--- config.mk ---
export PLATFORM = sky130hd
export DESIGN_NAME = led_pwm_dimmer_flat
export DESIGN_NICKNAME = d
export VERILOG_FILES = /design/src/rtl/led_pwm_dimmer_if.sv /design/src/rtl/led_pwm_dimmer.sv /design/src/flat_wrapper.sv
export SDC_FILE = /design/constraint.sdc
export NUM_CORES = 1
export LEC_CHECK = 0
export ABC_AREA = 1
export CORE_MARGIN = 8
export CORE_UTILIZATION = 40
export DETAILED_ROUTE_END_ITERATION = 7
export GPL_ROUTABILITY_DRIVEN = 0
export SYNTH_ARGS = -nofsm -noshare
export SYNTH_HDL_FRONTEND = slang
export SYNTH_SLANG_ARGS = --single-unit
export TNS_END_PERCENT = 100
--- constraint.sdc ---
create_clock -name clk -period 2.65 [get_ports clk]
set_input_delay 0.3975 -clock clk [delete_from_list [all_inputs] [get_ports clk]]
set_output_delay 0.3975 -clock clk [all_outputs]
set_load 0.05 [all_outputs]
--- src/rtl/led_pwm_dimmer_if.sv ---
// LED pattern bus into the PWM dimmer: requested pattern and brightness in, PWM drive and
// frame marker out. The pattern source uses the master modport, the dimmer the slave modport.
interface led_pwm_dimmer_if #(
    parameter int N_LED    = 8,
    parameter int PWM_BITS = 8
);
    logic [N_LED-1:0]    led_in;
    logic [PWM_BITS-1:0] bright;
    logic [N_LED-1:0]    led_out;
    logic                frame_start;

    modport master (output led_in, output bright, input led_out, input frame_start);
    modport slave  (input led_in, input bright, output led_out, output frame_start);
endinterface

--- src/rtl/led_pwm_dimmer.sv ---
// Per-LED PWM output stage; duty values latch only at frame boundaries so pins never glitch.
// Define LED_PWM_FADE_EN to step each duty by one per frame toward its target instead of jumping.
module led_pwm_lane #(
    parameter int PWM_BITS = 8
) (
    input  logic                clk,
    input  logic                rst,
    input  logic                wrap_i,
    input  logic                lit_i,
    input  logic [PWM_BITS-1:0] bright_i,
    input  logic [PWM_BITS-1:0] cnt_i,
    output logic                led_o
);
    logic [PWM_BITS-1:0] duty_q, duty_d, target;
    logic                led_q;

    always_comb begin
        target = lit_i ? bright_i : '0;
        duty_d = duty_q;
        if (wrap_i) begin
`ifdef LED_PWM_FADE_EN
            if (duty_q < target)      duty_d = duty_q + 1'b1;
            else if (duty_q > target) duty_d = duty_q - 1'b1;
`else
            duty_d = target;
`endif
        end
    end

    // Compare uses the pre-edge duty, so a new duty shows at the pin one cycle after the wrap.
    always_ff @(posedge clk or negedge rst) begin
        if (!rst) begin
            duty_q <= '0;
            led_q  <= 1'b0;
        end else begin
            duty_q <= duty_d;
            led_q  <= (cnt_i < duty_q);
        end
    end

    assign led_o = led_q;
endmodule

module led_pwm_dimmer #(
    parameter int N_LED    = 8,
    parameter int PWM_BITS = 8,
    parameter int PRESCALE = 390
) (
    input  logic            clk,
    input  logic            rst,
    led_pwm_dimmer_if.slave bus
);
    localparam int               PRE_W    = (PRESCALE > 1) ? $clog2(PRESCALE) : 1;
    localparam logic [PRE_W-1:0] PRE_LAST = PRE_W'(PRESCALE - 1);

    logic [PRE_W-1:0]    pre_q, pre_d;
    logic [PWM_BITS-1:0] cnt_q, cnt_d;
    logic                fs_q;
    logic                step, wrap;
    logic [N_LED-1:0]    led_w;

    always_comb begin
        step  = (pre_q == PRE_LAST);
        wrap  = step && (&cnt_q);
        pre_d = step ? '0 : pre_q + 1'b1;
        cnt_d = step ? cnt_q + 1'b1 : cnt_q;
    end

    always_ff @(posedge clk or negedge rst) begin
        if (!rst) begin
            pre_q <= '0;
            cnt_q <= '0;
            fs_q  <= 1'b0;
        end else begin
            pre_q <= pre_d;
            cnt_q <= cnt_d;
            fs_q  <= wrap;
        end
    end

    for (genvar i = 0; i < N_LED; i++) begin : g_lane
        led_pwm_lane #(.PWM_BITS(PWM_BITS)) u_lane (
            .clk      (clk),
            .rst      (rst),
            .wrap_i   (wrap),
            .lit_i    (bus.led_in[i]),
            .bright_i (bus.bright),
            .cnt_i    (cnt_q),
            .led_o    (led_w[i])
        );
    end

    assign bus.led_out     = led_w;
    assign bus.frame_start = fs_q;
endmodule
--- src/flat_wrapper.sv ---
// flat-port wrapper written by rule: the top's interface ports become plain ports
module led_pwm_dimmer_flat 
#(
    parameter int N_LED    = 8,
    parameter int PWM_BITS = 8,
    parameter int PRESCALE = 390
)
  (clk, rst, bus_led_in, bus_bright, bus_led_out, bus_frame_start);
  led_pwm_dimmer_if #(.N_LED(N_LED), .PWM_BITS(PWM_BITS)) bus_i ();
  input  logic clk;
  input  logic rst;
  input wire logic [$bits(bus_i.led_in)-1:0] bus_led_in;
  input wire logic [$bits(bus_i.bright)-1:0] bus_bright;
  output wire logic [$bits(bus_i.led_out)-1:0] bus_led_out;
  output wire logic [$bits(bus_i.frame_start)-1:0] bus_frame_start;
  assign bus_i.led_in = bus_led_in;
  assign bus_i.bright = bus_bright;
  assign bus_led_out = bus_i.led_out;
  assign bus_frame_start = bus_i.frame_start;
  led_pwm_dimmer #(.N_LED(N_LED), .PWM_BITS(PWM_BITS), .PRESCALE(PRESCALE)) u_core (.clk(clk), .rst(rst), .bus(bus_i));
endmodule
==> results of run 1 <==
## routing by layer
layer  vias up  wire (um)  GRT usage (%)
met5         -          0              0
li1       2239          -              -
met1      2075       6030           18.7
met4         0        367           7.54
met2        68       6070           24.8
met3        25        505           2.19
## stage by stage
stage | instance area [sq um] | hold slack (ps) | std cells
2_1_floorplan | 5880 | 102 | 720
3_3_place_gp | 5940 | 430 | 895
3_5_place_dp | 5940 | 428 | 895
4_1_cts | 6240 | 47.5 | 911
5_1_grt | 6240 | 73.4 | 911
6_report | 6240 | 29.0 | 911
## where the power goes
part / internal [mW] / leakage, nW / switching, mW
logic: 0.0490 / 2.62 / 0.0770
registers: 1.37 / 0.867 / 0
clock network: 0.739 / 0.148 / 0.568
## cell families after synthesis
| kind of cell | share of synthesized area, % |
|---|---|
| xor gates and xnor gates | 0.894 |
| and+or+nand+nor | 30.1 |
| adders and majority gates | 12.6 |
| AOI/OAI and AO/OA | 3.91 |
| DFF | 38.3 |
| buffers and inverters | 14.2 |
## path summary, 6_finish.rpt
path	startpoint	endpoint
worst max-delay path	u_core.cnt_q[1]$_DFFE_PN0N_	u_core.g_lane[1].u_lane.duty_q[7]$_DFFE_PN0P_
worst min-delay path	rst	u_core.pre_q[4]$_DFF_PN0_
worst max register to register	u_core.cnt_q[1]$_DFFE_PN0N_	u_core.g_lane[1].u_lane.duty_q[7]$_DFFE_PN0P_
worst min register to register	u_core.g_lane[0].u_lane.duty_q[1]$_DFFE_PN0P_	u_core.g_lane[0].u_lane.duty_q[1]$_DFFE_PN0P_
max in group asynchronous	rst	u_core.g_lane[3].u_lane.led_o$_DFF_PN0_
min in group clk	u_core.g_lane[0].u_lane.duty_q[1]$_DFFE_PN0P_	u_core.g_lane[0].u_lane.duty_q[1]$_DFFE_PN0P_
## cells in the final DEF, fill, tap and decap left out
cell / synthesis / layout
inv_1: 79 / 79
nand2_1: 287 / 287
nor2_1: 26 / 26
nand2_2: 1 / 1
clkinv_2: 0 / 1
nor2b_4: 0 / 1
clkinvlp_4: 0 / 1
nand2_4: 1 / 1
clkinv_4: 0 / 1
nand3b_1: 67 / 67
clkbuf_8: 0 / 4
clkinv_1: 1 / 1
nor3b_2: 1 / 1
nand3_2: 1 / 1
nor3_4: 1 / 1
buf_12: 6 / 1
clkdlybuf4s50_1: 0 / 25
a21oi_1: 35 / 35
inv_2: 1 / 1
dfrtp_1: 90 / 90
clkbuf_16: 0 / 9
ha_1: 59 / 59
o21ai_0: 11 / 11
buf_4: 9 / 11
nand3_1: 6 / 6
xor2_1: 4 / 4
xnor2_1: 2 / 2
## synth_stat cells, drive strengths merged
master and instances:
nor2 26, nand3 7, nand2 289, clkinv 1, o21ai 11, xnor2 2, bufbuf 4, nor3b 1
inv 80, nor3 1, dfrtp 90, nand3b 67, a21oi 35, nor2b 1, xor2 4, buf 35
clkdlybuf4s25 7, ha 59
## state kept, by name (all words and copies together) (netlist names)
signal	cells
u_core.g_lane.u_lane.led_o	8
u_core.pre_q	9
u_core.cnt_q	8
u_core.bus.frame_start	1
u_core.g_lane.u_lane.duty_q	64
## layout make-up
type	instances	area, sq um
tap	184	230
clock buffer	13	280
fill	1465	8180
multi-input combinational	503	2800
inverter	81	304
clock inverter	3	21.3
sequential	90	2250
timing repair buffer	37	353
==> run_results.csv, run 1 <==
group,metric,value,unit
timing,setup_ws,475,ps
yosys,yosys.area.top_type,"dfrtp_1",
place,hpwlAfterDp,8280,um
clocking,htreeDepth,3,
status,status,"finished clean",
clocking,cts_resized,0,
timing,fin_worst_skew,8.28,ps
die,ios,27,
setup_path,r2r_slack,480,ps
timing,fin_tns_setup,0,ps
detailed_routing,initialDrtViolationCount,259,
die,die_w,137,um
clocking,path_clk_slew,70,ps
yosys,synthCells,720,
global_route,grt_max_degree,65,
finish,layout.nets,799,
setup_path,end_kind,"register",
power,p_leak,3.64,nW
timing,rsz0062_at_grt,"false",
yosys,synth_top_area_share,38.3,%
global_route,grt_pass1_wl,21600,um
worst_hold_path,min_path_type,"input port to asynchronous set/reset pin",
yosys,syn-num-nets,797,
yosys,synth_cell_type_count,27,
power,worst_ir_drop_vdd,277,uV
clocking,clock-sinks,90,
setup_path,crit_path_max_fanout,64,
clocking,cts_buffers,9,
detailed_routing,wirelength,13000,um
setup_path,max_stage_delay,590,ps
detailed_routing,post_drt_wl_per_cell,14.2,um
clocking,hold_buffers,0,
yosys,synth-seq-cells,90,
clocking,clock_path_buffers,2,
timing,min_period,2170,ps
place,place_ws,518,ps
timing,finalHoldViolCount,0,
timing,final-setup-viol-count,0,
clocking,clkLatencyLatePin,350,ps
power,power,2.81,mW
setup_path,path_depth,6,
die,core_area,14400,sq um
clocking,cts-root-buf,"clkbuf_16",
timing,final-max-slew-violation-count,0,
timing,timing.fmax,460,MHz
clocking,cts_setup_buffers,0,
setup_path,reg2regPathDepth,6,
die,initial_core_util,40.8,%
clocking,tritoncts,"yes",
finish,antenna_cells,0,
setup_path,cp_cell_sequence,"ha_1, nand3_2, nor3_4, buf_4, nand3b_1, nand2_1",
setup_path,cp.arrival,2470,ps
yosys,ys.warnings.count,0,
die,die_h,137,um
die,dieArea,18800,sq um
finish,final_core_util,43.3,%
run,drv_cap,0,
place,io_buffers,26,
setup_path,critical_path_required,2940,ps
global_route,track_usage,15.0,%
global_route,grt_pass1_vias,4261,
power,cellPowerDensity,450,nW/um^2
setup_path,worstSetupPathType,"register to register",
setup_path,start_kind,"register",
detailed_routing,vias,4407,
detailed_routing,drtPass1Iterations,4,
timing,relSlewSlack,53.9,%
detailed_routing,vias_per_cell,4.84,
finish,syn_to_final_growth,6.11,%
yosys,ys_top_cells_by_area,"dfrtp_1, nand2_1, ha_1, nand3b_1, inv_1",
finish,final_layout_size_suffix_gt1_share,4.81,%
setup_path,critical_path.top_delay_family,"flip-flops",
global_route,grt-ovfl-total,0,
yosys,syn_avg_cell_area,8.17,sq um
timing,fin_crit_sh,82.1,%
global_route,antenna_found_initial,0,
timing,worstMarginPinSlew,692,ps
setup_path,cpMaxStageDelayCell,"dfrtp_1",
detailed_routing,antenna_left,0,
setup_path,crit_buf_inv,1,
yosys,synth_seq_area_share,38.3,%
detailed_routing,drc,0,
die,row_count,44,
yosys,netlist_area,5880,sq um
(Power assumes the default switching activity.)
==> run 2, diff against run 1 <==
clock period = 1.8 ns   (was 2.65 ns; I/O delays follow)
==> run 2 against run 1 <==
Register-to-register slack got worse by 260 ps. Cell count grew 0.99%. Clock skew is 0.85 ps lower. Sequential cell count unchanged. Sequential share of layout area shrank 0.46 points. Global-route usage up 0.34 points. Non-clock buffer count rose by 9. Combinational power grew 51%.
==> run_results.csv, run 2 (synthesis results as in run 1) <==
group,metric,value,unit
global_route,grt_max_degree,91,
die,row_count,44,
global_route,grt_pass1_wl,22200,um
finish,layout.nets,808,
worst_hold_path,holdPathStages,2,
clocking,cts-root-buf,"clkbuf_16",
setup_path,max_stage_delay,800,ps
finish,top_register,"u_core.g_lane.u_lane.duty_q",
clocking,htreeDepth,3,
timing,fin_crit_sh,97.3,%
timing,final-setup-viol-count,0,
detailed_routing,vias_per_cell,4.84,
setup_path,critical_path_required,1530,ps
setup_path,cp.arrival,1480,ps
setup_path,worstReg2RegEnd,"u_core.g_lane[5].u_lane.duty_q[1]$_DFFE_PN0P_",
setup_path,cpMaxStageDelayCell,"clkdlybuf4s50_1",
finish,layout.cells.most_common,"nand2_1",
worst_hold_path,min_path_type,"register to register",
die,core_area,14400,sq um
finish,final_core_util,43.8,%
timing,relSlewSlack,66.3,%
global_route,grt-ovfl-total,0,
worst_hold_path,whs_endpoint,"u_core.g_lane[1].u_lane.duty_q[7]$_DFFE_PN0P_",
detailed_routing,antenna_left,0,
timing,finalHoldViolCount,0,
setup_path,cp_cell_sequence,"clkdlybuf4s50_1",
finish,fillers,1452,
detailed_routing,vias,4456,
detailed_routing,wirelength,13100,um
detailed_routing,post_drt_wl_per_cell,14.3,um
timing,timing.fmax,571,MHz
run,drv_cap,0,
finish,mostFrequentLayoutCells,"nand2_1, dfrtp_1, inv_1, nand3b_1, ha_1",
place,hpwlAfterDp,8610,um
clocking,clock_path_buffers,2,
power,worst_ir_drop_vdd,414,uV
timing,final-max-slew-violation-count,0,
setup_path,worstSetupPathType,"register to output port",
worst_hold_path,min_from,"u_core.g_lane[1].u_lane.duty_q[7]$_DFFE_PN0P_",
timing,rsz0062_at_grt,"false",
die,initial_core_util,40.8,%
global_route,track_usage,15.3,%
detailed_routing,drc,0,
setup_path,end_kind,"output port",
die,ios,27,
global_route,antenna_found_initial,0,
setup_path,r2r_slack,220,ps
place,io_buffers,26,
finish,seq_area,2250,sq um
finish,final_layout_size_suffix_gt1_share,5.57,%
detailed_routing,drtPass1Iterations,4,
setup_path,reg2regPathDepth,6,
clocking,cts_setup_buffers,0,
setup_path,crit_buf_inv,1,
clocking,path_clk_slew,60,ps
die,dieArea,18800,sq um
clocking,clkLatencyLatePin,350,ps
clocking,cts_resized,0,
finish,multiInputGateArea,2800,sq um
timing,fin_worst_skew,7.42,ps
power,power,4.06,mW
finish,antenna_cells,0,
timing,min_period,1750,ps
die,die_h,137,um
global_route,grt_pass1_vias,4440,
detailed_routing,initialDrtViolationCount,283,
power,cellPowerDensity,642,nW/um^2
setup_path,r2r_start,"u_core.cnt_q[0]$_DFFE_PN0N_",
clocking,tritoncts,"yes",
finish,largest_reg_flops,64,
status,status,"finished clean",
setup_path,critical_path.top_delay_family,"buffers and inverters",
clocking,cts_buffers,9,
timing,fin_tns_setup,0,ps
finish,reg_top3,"u_core.g_lane.u_lane.duty_q x64, u_core.pre_q x9",
setup_path,crit_path_max_fanout,1,
finish,syn_to_final_growth,7.49,%
power,p_leak,3.68,nW
die,die_w,137,um
clocking,clock-sinks,90,
setup_path,start_kind,"register",
timing,worstMarginPinSlew,503,ps
[run 2: metal layers]
metal / vias up / global-route usage (%) / wire [um]
li1: 2254 / - / -
met1: 2123 / 18.9 / 5890
met2: 60 / 25.9 / 6470
met3: 19 / 2.41 / 478
met4: 0 / 6.82 / 299
met5: - / 0 / 0
[run 2: worst max-delay path by stage]
stage	depth (start not counted)	endpoint	start	slack, ps
floorplan	7	u_core.g_lane[0].u_lane.duty_q[0]$_DFFE_PN0P_	u_core.cnt_q[1]$_DFFE_PN0N_	220
global placement	9	u_core.cnt_q[6]$_DFFE_PN0N_	u_core.pre_q[1]$_DFF_PN0_	250
detailed placement	9	u_core.cnt_q[5]$_DFFE_PN0N_	u_core.pre_q[1]$_DFF_PN0_	220
CTS	1	bus_led_out[2]	u_core.g_lane[2].u_lane.led_o$_DFF_PN0_	30
global route	1	bus_led_out[2]	u_core.g_lane[2].u_lane.led_o$_DFF_PN0_	1
finish	1	bus_led_out[2]	u_core.g_lane[2].u_lane.led_o$_DFF_PN0_	50
[run 2: layout make-up]
cell class / instances / area share, %
sequential: 90 / 35.6
clock inverter: 3 / 0.633
multi-input combinational: 503 / 44.3
tap: 184 / 3.64
timing repair buffer: 46 / 7.21
inverter: 81 / 4.81
clock buffer: 13 / 3.80
[run 2: through the flow]
step | area, sq um | hold slack (ps) | worst slack [ps] | std cells
after detailed placement | 6030 | 364 | 220 | 903
final | 6320 | 469 | 48.7 | 920
after global routing | 6320 | 494 | 1.38 | 920
after floorplan | 5880 | -25.6 | 223 | 720
after CTS | 6320 | 474 | 29.7 | 920
after global placement | 6030 | 357 | 253 | 903
[run 2: where the power goes]
| part | internal (mW) | total [mW] | switching (mW) |
|---|---|---|---|
| logic | 0.0788 | 0.190 | 0.111 |
| registers | 2.02 | 2.02 | 0 |
| clock network | 1.07 | 1.85 | 0.774 |
[run 2: timing repair]
| item | CTS | global route |
|---|---|---|
| endpoints found under the setup margin | 0 | 0 |
| hold buffers | 1 | 0 |
| endpoints found under the hold margin | 20 | 0 |
